<file path="src/rtl/alu_word_seq.sv">
// alu_word_seq: multi-byte ALU that runs the 8-bit op set one byte per clock.
// Carries and shift bits chain across bytes, and Z is accumulated across all bytes.
module alu_word_seq #(
  parameter int BYTES = 2,
  localparam int W = 8 * BYTES
) (
  input  logic         clk,
  input  logic         reset,
  input  logic         start,
  input  logic [2:0]   op,
  input  logic [W-1:0] a,
  input  logic [W-1:0] b,
  input  logic         c_in,
  input  logic         dec_add,
  input  logic         dec_sub,
  output logic         busy,
  output logic         done,
  output logic [W-1:0] result,
  output logic         carry_out,
  output logic         overflow_out,
  output logic         z_out,
  output logic         n_out
);
  localparam logic [2:0] ORA = 3'd0, AND = 3'd1, EOR = 3'd2, ADC = 3'd3,
                         SBC = 3'd4, SHL = 3'd5, SHR = 3'd6, ASR = 3'd7;
  typedef enum logic [1:0] {IDLE, RUN, DONE} state_t;
  state_t state_q, state_d;
  logic [2:0] op_q;
  logic [W-1:0] a_q, b_q, shd_q, shd_d, result_q;
  logic [1:0] idx_q, idx_d, pos;
  logic c_q, c_d, nz_q, nz_d, dadd_q, dsub_q;
  logic carry_q, ovf_q, z_q, n_q;
  logic [7:0] ab, bb, rb;
  logic [4:0] lo, hi;
  logic co, accept, last, finish;
  // Returns {carry, nibble}; decimal adjust wraps mod 16.
  function automatic logic [4:0] nib(input logic [3:0] x, input logic [3:0] y,
                                     input logic ci, input logic da, input logic ds);
    logic [4:0] s;
    logic cy;
    s = {1'b0, x} + {1'b0, y} + {4'b0, ci};
    cy = s[4] | (da & s[3] & (s[2] | s[1]));
    return {cy, s[3:0] + ((da & cy) ? 4'h6 : 4'h0) + ((ds & ~cy) ? 4'hA : 4'h0)};
  endfunction
  assign accept = start && state_q != RUN;
  assign last   = idx_q == 2'(BYTES - 1);
  assign finish = state_q == RUN && last;
  assign pos    = (op_q == SHR || op_q == ASR) ? 2'(BYTES - 1) - idx_q : idx_q;
  assign ab     = a_q[{pos, 3'b000} +: 8];
  assign bb     = b_q[{pos, 3'b000} +: 8];
  always_comb begin
    lo = nib(ab[3:0], bb[3:0], c_q, dadd_q, dsub_q);
    hi = nib(ab[7:4], bb[7:4], lo[4], dadd_q, dsub_q);
    rb = 8'h00;
    co = 1'b0;
    case (op_q)
      ORA:      rb = ab | bb;
      AND:      rb = ab & bb;
      EOR:      rb = ab ^ bb;
      ADC, SBC: {co, rb} = {hi[4], hi[3:0], lo[3:0]};
      SHL:      {co, rb} = {ab, c_q};
      SHR, ASR: {rb, co} = {c_q, ab};
      default:  rb = 8'h00;
    endcase
  end
  always_comb begin
    state_d = state_q;
    idx_d   = idx_q;
    shd_d   = shd_q;
    c_d     = c_q;
    nz_d    = nz_q;
    if (state_q == RUN) begin
      shd_d[{pos, 3'b000} +: 8] = rb;
      c_d     = co;
      nz_d    = nz_q | (|rb);
      idx_d   = idx_q + 2'd1;
      state_d = last ? DONE : RUN;
    end else if (accept) begin
      state_d = RUN;
      idx_d   = '0;
      shd_d   = '0;
      // ASR seeds the chain with the sign bit so it replicates into the MSB.
      c_d     = (op == ASR) ? a[W-1] : c_in;
      nz_d    = 1'b0;
    end else if (state_q == DONE) begin
      state_d = IDLE;
    end
  end
  always_ff @(posedge clk or posedge reset) begin
    if (reset) begin
      state_q  <= IDLE;
      idx_q    <= '0;
      shd_q    <= '0;
      c_q      <= 1'b0;
      nz_q     <= 1'b0;
      op_q     <= '0;
      a_q      <= '0;
      b_q      <= '0;
      dadd_q   <= 1'b0;
      dsub_q   <= 1'b0;
      result_q <= '0;
      carry_q  <= 1'b0;
      ovf_q    <= 1'b0;
      z_q      <= 1'b0;
      n_q      <= 1'b0;
    end else begin
      state_q <= state_d;
      idx_q   <= idx_d;
      shd_q   <= shd_d;
      c_q     <= c_d;
      nz_q    <= nz_d;
      if (accept) begin
        op_q   <= op;
        a_q    <= a;
        b_q    <= b;
        dadd_q <= dec_add;
        dsub_q <= dec_sub;
      end
      if (finish) begin
        result_q <= shd_d;
        carry_q  <= (op_q == AND) ? nz_d : co;
        ovf_q    <= (op_q == ADC || op_q == SBC) && a_q[W-1] == b_q[W-1] && a_q[W-1] != shd_d[W-1];
        z_q      <= ~nz_d;
        n_q      <= shd_d[W-1];
      end
    end
  end
  assign busy         = state_q == RUN;
  assign done         = state_q == DONE;
  assign result       = result_q;
  assign carry_out    = carry_q;
  assign overflow_out = ovf_q;
  assign z_out        = z_q;
  assign n_out        = n_q;
endmodule

</file>
<file path="config.mk">
export PLATFORM = sky130hd
export DESIGN_NAME = alu_word_seq
export DESIGN_NICKNAME = d
export VERILOG_FILES = /design/src/rtl/alu_word_seq.sv
export SDC_FILE = /design/constraint.sdc
export NUM_CORES = 1
export LEC_CHECK = 0
export BUFFER_PORTS_ARGS = -buffer_cell sky130_fd_sc_hd__buf_4
export CORE_UTILIZATION = 59
export CTS_CLUSTER_SIZE = 8
export DETAILED_ROUTE_END_ITERATION = 16
export GPL_TIMING_DRIVEN = 0
export PLACE_DENSITY = 0.81
export SLEW_MARGIN = 20
export SYNTH_ARGS = -nofsm -noshare
export SYNTH_HDL_FRONTEND = slang
export SYNTH_SLANG_ARGS = --single-unit
</file>
<file path="constraint.sdc">
create_clock -name clk -period 8.31 [get_ports clk]
set_input_delay 1.2465 -clock clk [delete_from_list [all_inputs] [get_ports clk]]
set_output_delay 1.2465 -clock clk [all_outputs]
set_load 0.01 [all_outputs]
</file>
==> results.yml, run 1 <==
critical_path:
  crit_required_ns: 8.53
  cp_data_arrival_time_ns: 8.18
  crit_slowest_cell: "sky130_fd_sc_hd__o31ai_1"
  setup.worst_path.class: "reg -> reg"
  critPathTopFamily: "adder cells"
  worstSetupPathDepth: 28
  timing.critical_path.from: "op_q[1]"
  largest_driver_fanout_on_the_critical_path: 11
  worstReg2RegStart: "op_q[1]"
  crit_path_end_kind: "flop"
  crit_path_end: "carry_out"
  worstRegToRegCells: 28
  dominant_cell_type_by_count_on_the_critical_path: "sky130_fd_sc_hd__fa_1"
  cp_num_buf_inv: 3
  rr_endpoint: "carry_out"
  slowest_delay_ns: 0.83
  timing.reg2reg.setup_slack_ns: 0.35
  crit_path_start_kind: "flop"
layout:
  fin_nets: 618
  seq_area_um2: 1950
  nFillCells: 603
  final_layout_size_suffix_gt1_share_pct: 29.0
  syn2layout_area_growth_pct: 16.6
  multi_input_combinational_cell_area_um2: 2630
  antenna_cells_inserted: 0
  layout.cell_area.non_filler_um2: 5680
worst_hold_path:
  hold_path.class: "reg -> reg"
  hp-start: "result[15]"
timing:
  maxClockFrequency_ghz: 0.126
  post_route_hold_slack_ns: 0.511
  worstMarginPinSlew_ns: 0.954
  final.period_utilization_pct: 95.7
  max-slew-margin-rel_pct: 35.8
  rsz0062_at_grt: "no"
  max_transition_viols_final: 0
  finalSetupViolations: 0
  timing.setup.tns_ns: 0
  hold_violations: 0
  final_worst_path_setup_slack_ns: 0.354
  setup_clock_skew_after_layout_ns: 0.00892
  final_period_minus_worst_setup_slack_ns: 7.96
synthesis:
  synth_warnings: 0
  synth_sequential_area_ratio_pct: 40.1
  synth_top_area_cell: "sky130_fd_sc_hd__dfrtp_1"
  commonest_cells_in_the_synthesized_netlist: "sky130_fd_sc_hd__dfrtp_1, sky130_fd_sc_hd__mux2_2, sky130_fd_sc_hd__inv_1"
  ys_ff_latch: 78
  post_synth_edffs: 0
  post_synthesis_cell_count: 472
  yosysTopAreaCellShare_pct: 40.1
  async_set_reset_flop_share_out_of_synthesis_pct: 100
  synth_fp_nets: 544
  post_synth_instance_area_um2: 4870
  synthDistinctLibCells: 64
  syn_area_per_cell_um2: 10.3
  yosys_most_used_dff: "sky130_fd_sc_hd__dfrtp_1"
  yosys.cell_count.top_type: "sky130_fd_sc_hd__dfrtp_1"
  synth_area_leaders: "sky130_fd_sc_hd__dfrtp_1, sky130_fd_sc_hd__mux2_2, sky130_fd_sc_hd__ha_1"
global_route:
  grt_met1_usage_pct: 42.8
  grt_overflow_total: 0
  grt.busiest_layer: "met2"
  number_of_antenna_violations_at_the_first_check_in_global_routing: 0
  pin_count_of_the_biggest_net_entering_global_routing: 44
  grt_pass1_wl_mm: 19.9
  grt_use_met2_pct: 46.9
  globalRouteTotalUtil_pct: 30.5
  number_of_global_route_vias_before_repair: 4014
  grt_use_met3_pct: 5.67
drt:
  routed_wirelength_mm: 12.1
  drtPass1Iterations: 4
  antenna_violating_nets_post_route: 0
  route.detailed.wl_per_inst_um: 18.5
  route.vias.total: 3930
  dr.first_iter.drc_count: 258
  residual_drc: 0
  viasPerCell: 6.02
die:
  die-width_um: 92.9
  die_height_um: 92.9
  core_area_um2: 7850
  fp.dieArea_um2: 8630
  start_util_pct: 62.1
  num_io_pins: 63
  std_cell_rows: 32
placed_design:
  placement.setup.worst_slack_ns: 0.363
  port_buffers: 62
  post-dp-hpwl_mm: 8.91
  dpl-instance-area_um2: 5490
  globalplace.congestion: 0.924
clocking:
  cts.sink_count: 78
  clk_latency_ns: 0.36
  number_of_clock_buffers_inserted_by_tritoncts: 9
  cts_setup_buffers: 0
  cts_max_level: 3
  clockRootBuffer: "sky130_fd_sc_hd__clkbuf_8"
  clk_pin_slew_worst_paths_ns: 0.09
  ctsLongestPathBuffers: 2
  tritoncts: "done"
status:
  outcome: "complete, no violations"
flow_run:
  max_cap_viol_count: 0
[through the flow]
stage / utilization [%] / cells
after global placement: 69.7 / 636
after detailed placement: 69.9 / 637
after CTS: 72.4 / 653
after floorplan: - / 472
after global routing: 72.4 / 653
final: 72.4 / 653
[kinds of logic after synthesis]
group | count (synthesis) | synth area share [%]
AND/OR/NAND/NOR | 99 | 10.1
AO/OA/AOI/OAI | 102 | 15.1
XOR/XNOR | 9 | 2.44
flip-flops | 78 | 40.1
multiplexers | 78 | 17.5
adder cells (fa/ha/maj) | 31 | 8.73
buffers and inverters | 75 | 6.11
[tightest hold or removal path: stages, from the launching register on]
cell	delay (ns)
sky130_fd_sc_hd__dfrtp_1	0.37
sky130_fd_sc_hd__nand2_1	0.05
sky130_fd_sc_hd__o21ai_0	0.06
[placed cells by master (no fill, tap or decap), drive strengths merged, types with 17 or more instances in the layout]
| master | synthesis | routed |
|---|---|---|
| o22ai | 18 | 18 |
| a22o | 17 | 17 |
| mux2 | 56 | 56 |
| inv | 52 | 53 |
| clkbuf | 17 | 27 |
| dfrtp | 78 | 78 |
| nand2 | 24 | 24 |
| buf | 5 | 68 |
| mux2i | 22 | 22 |
| ha | 26 | 26 |
| a21oi | 18 | 18 |
| nor2 | 35 | 35 |
[routing by layer]
layer,routed length (µm),vias up
met5,0,-
met4,344,0
met3,606,29
met2,5410,141
met1,5730,1946
li1,-,1814
[sequential cells by signal (all words and copies together), names as in the netlist, 2 cells and up]
register / count
state_q: 2
result: 16
shd_q: 16
b_q: 16
op_q: 3
idx_q: 2
a_q: 16
[cell type report]
type / instances / area share, %
Clock inverter: 6 / 1.08
Inverter: 53 / 3.54
Buffer: 22 / 1.74
Clock buffer: 10 / 2.25
Multi-Input combinational cell: 319 / 46.3
Timing Repair Buffer: 63 / 8.54
Tap cell: 102 / 2.25
Sequential cell: 78 / 34.3
[repair_timing]
| action | CTS | global route |
|---|---|---|
| gates resized for setup | 0 | 1 |
| hold buffers | 0 | 0 |
| setup endpoints to repair | 0 | 6 |
[worst min path at each step]
| stage | end | slack [ns] | depth (start not counted) |
|---|---|---|---|
| 2_1_floorplan | shd_q[11] | 0.47 | 1 |
| 3_3_place_gp | z_out | 0.49 | 2 |
| 3_5_place_dp | z_out | 0.49 | 2 |
| 4_1_cts | b_q[5] | 0.51 | 1 |
| 5_1_grt | result[12] | 0.52 | 1 |
| 6_report | result[15] | 0.51 | 2 |
Power of run 1 is left out: the tool's default activity adds up to more than one toggle a clock period on the data nets, which glitch-free logic cannot reach.
==> run 2: changes to the inputs <==
--- a/config.mk
+++ b/config.mk
@@ -6,11 +6,11 @@
 export NUM_CORES = 1
 export LEC_CHECK = 0
 export BUFFER_PORTS_ARGS = -buffer_cell sky130_fd_sc_hd__buf_4
-export CORE_UTILIZATION = 59
+export CORE_UTILIZATION = 53
 export CTS_CLUSTER_SIZE = 8
 export DETAILED_ROUTE_END_ITERATION = 16
 export GPL_TIMING_DRIVEN = 0
-export PLACE_DENSITY = 0.81
+export PLACE_DENSITY = 0.77
 export SLEW_MARGIN = 20
 export SYNTH_ARGS = -nofsm -noshare
 export SYNTH_HDL_FRONTEND = slang
==> constraint.sdc (replaced) <==
create_clock -name clk -period 6.8 [get_ports clk]
set_input_delay 1.02 -clock clk [delete_from_list [all_inputs] [get_ports clk]]
set_output_delay 1.02 -clock clk [all_outputs]
set_load 0.01 [all_outputs]
==> run 2 against run 1 <==
Net effect: the run now ends with DRC left; via count shrank 0.79%; non-clock buffer count increased by 6; core utilization shrank 6.4 points; critical path type unchanged; critical endpoint is now overflow_out; largest cell class unchanged.
==> results.yml, run 2 (synthesized netlist as in run 1, its figures left out) <==
drt:
  residual_drc: 3
  routed_wirelength_mm: 11.6
  drtPass1Iterations: 11
  wl_met2_mm: 5.43
  route.vias.total: 3899
  routed-wl-met3_um: 599
  topRoutingLayerUsed: "met4"
  dr.first_iter.drc_count: 262
  viasPerCell: 5.86
  route.detailed.wl_per_inst_um: 17.5
  antenna_violating_nets_post_route: 0
  detail_route.wirelength.met1_mm: 5.50
timing:
  max_transition_viols_final: 0
  final.period_utilization_pct: 95.2
  final_worst_path_setup_slack_ns: 0.325
  maxClockFrequency_ghz: 0.154
  worstMarginPinSlew_ns: 0.772
  finalSetupViolations: 0
  final_period_minus_worst_setup_slack_ns: 6.47
  rsz0062_at_grt: "no"
  setup_clock_skew_after_layout_ns: 0.0152
  hold_violations: 0
  max-slew-margin-rel_pct: 48.0
global_route:
  number_of_global_route_vias_before_repair: 3811
  number_of_antenna_violations_at_the_first_check_in_global_routing: 0
  pin_count_of_the_biggest_net_entering_global_routing: 50
  grt_overflow_total: 0
  grt_pass1_wl_mm: 19.1
  globalRouteTotalUtil_pct: 25.6
layout:
  syn2layout_area_growth_pct: 19.3
  layout.cells.most_common: "sky130_fd_sc_hd__dfrtp_1"
  final_layout_size_suffix_gt1_share_pct: 31.1
  fin_nets: 624
  final_core_util_pct: 66.0
  antenna_cells_inserted: 0
  layout_common_cells: "sky130_fd_sc_hd__dfrtp_1, sky130_fd_sc_hd__buf_4, sky130_fd_sc_hd__mux2_2"
clocking:
  clockRootBuffer: "sky130_fd_sc_hd__clkbuf_8"
  number_of_clock_buffers_inserted_by_tritoncts: 9
  cts_max_level: 3
  clk_latency_ns: 0.35
  clk_pin_slew_worst_paths_ns: 0.09
  tritoncts: "done"
  post_cts_hold_buffer_count: 0
  ctsLongestPathBuffers: 2
  cts.sink_count: 78
die:
  start_util_pct: 55.3
  num_io_pins: 63
  core_area_um2: 8810
  fp.dieArea_um2: 9580
  std_cell_rows: 34
  die-width_um: 97.9
  die_height_um: 97.9
placed_design:
  port_buffers: 62
  placement.setup.worst_slack_ns: -1.11
  globalplace.congestion: 0.893
  post-dp-hpwl_mm: 8.81
critical_path:
  crit_path_end_kind: "flop"
  slowest_delay_ns: 0.43
  cp_data_arrival_time_ns: 6.71
  largest_driver_fanout_on_the_critical_path: 11
  crit_path_start_kind: "flop"
  setup.worst_path.class: "reg -> reg"
  crit_required_ns: 7.04
  dominant_cell_type_by_count_on_the_critical_path: "sky130_fd_sc_hd__fa_2"
  crit_slowest_cell: "sky130_fd_sc_hd__fa_1"
worst_hold_path:
  hold_path.class: "reg -> reg"
status:
  outcome: "finished, violations left"
  failing_checks: "DRC"
flow_run:
  max_cap_viol_count: 0
run 2: cell types whose count changed in the layout (fill, tap and decap cells not counted), moves of 3 or more:
cell and change:
sky130_fd_sc_hd__clkinv_2 -3, sky130_fd_sc_hd__fa_1 -3, sky130_fd_sc_hd__buf_4 +6, sky130_fd_sc_hd__fa_2 +3
run 2: what timing repair did:
item,4_1_cts,5_1_grt
pin swaps,4,3
endpoints found under the setup margin,16,9
gates resized for setup,8,5
buffers inserted,4,2
run 2: through the flow:
stage / setup TNS (ns) / cells / hold slack (ns) / cell area [µm²]
global route: 0 / 665 / 0.523 / 5820
CTS: 0 / 663 / 0.514 / 5770
global placement: -12.35 / 642 / 0.488 / 5470
detailed placement: -13.15 / 643 / 0.492 / 5500
finish: 0 / 665 / 0.507 / 5820
floorplan: 0 / 472 / 0.473 / 4870
run 2: area by class of cell:
type / count / area, µm²
fillers: 718 / 2990
flip-flops and latches: 78 / 1950
multi-input cells: 319 / 2670
plain buffers: 22 / 109
repair buffers: 69 / 538
inverters: 53 / 201
clock buffers: 11 / 141
clock inverters: 5 / 66.3
well taps: 108 / 135
run 2: worst max-delay path, delay by kind of cell, from the launching register on:
kind / cells / cell delay [ns]
muxes: 2 / 0.34
AOI/OAI and AO/OA: 7 / 1.53
and+or+nand+nor: 7 / 1.24
xor gates and xnor gates: 3 / 0.52
DFF: 1 / 0.38
adders and majority gates: 6 / 1.90
buffers and inverters: 4 / 0.44
run 2: per-layer routing:
layer / vias to the layer above / track usage, %
li1: 1819 / -
met1: 1939 / 36.5
met2: 128 / 40.1
met3: 13 / 4.15
met4: 0 / 7.69
met5: - / 0
run 2: path summary, 6_finish.rpt:
| check | endpoint | from | slack (ns) | cells past startpoint |
|---|---|---|---|---|
| min reg2reg | z_out | z_out | 0.51 | 2 |
| min in group asynchronous | a_q[9] | reset | 0.66 | 2 |
| max | overflow_out | op_q[1] | 0.33 | 29 |
| max reg2reg | overflow_out | op_q[1] | 0.33 | 29 |
| min | z_out | z_out | 0.51 | 2 |
| max in group asynchronous | nz_q | reset | 5.58 | 3 |
Power of run 2 is left out for the same reason.
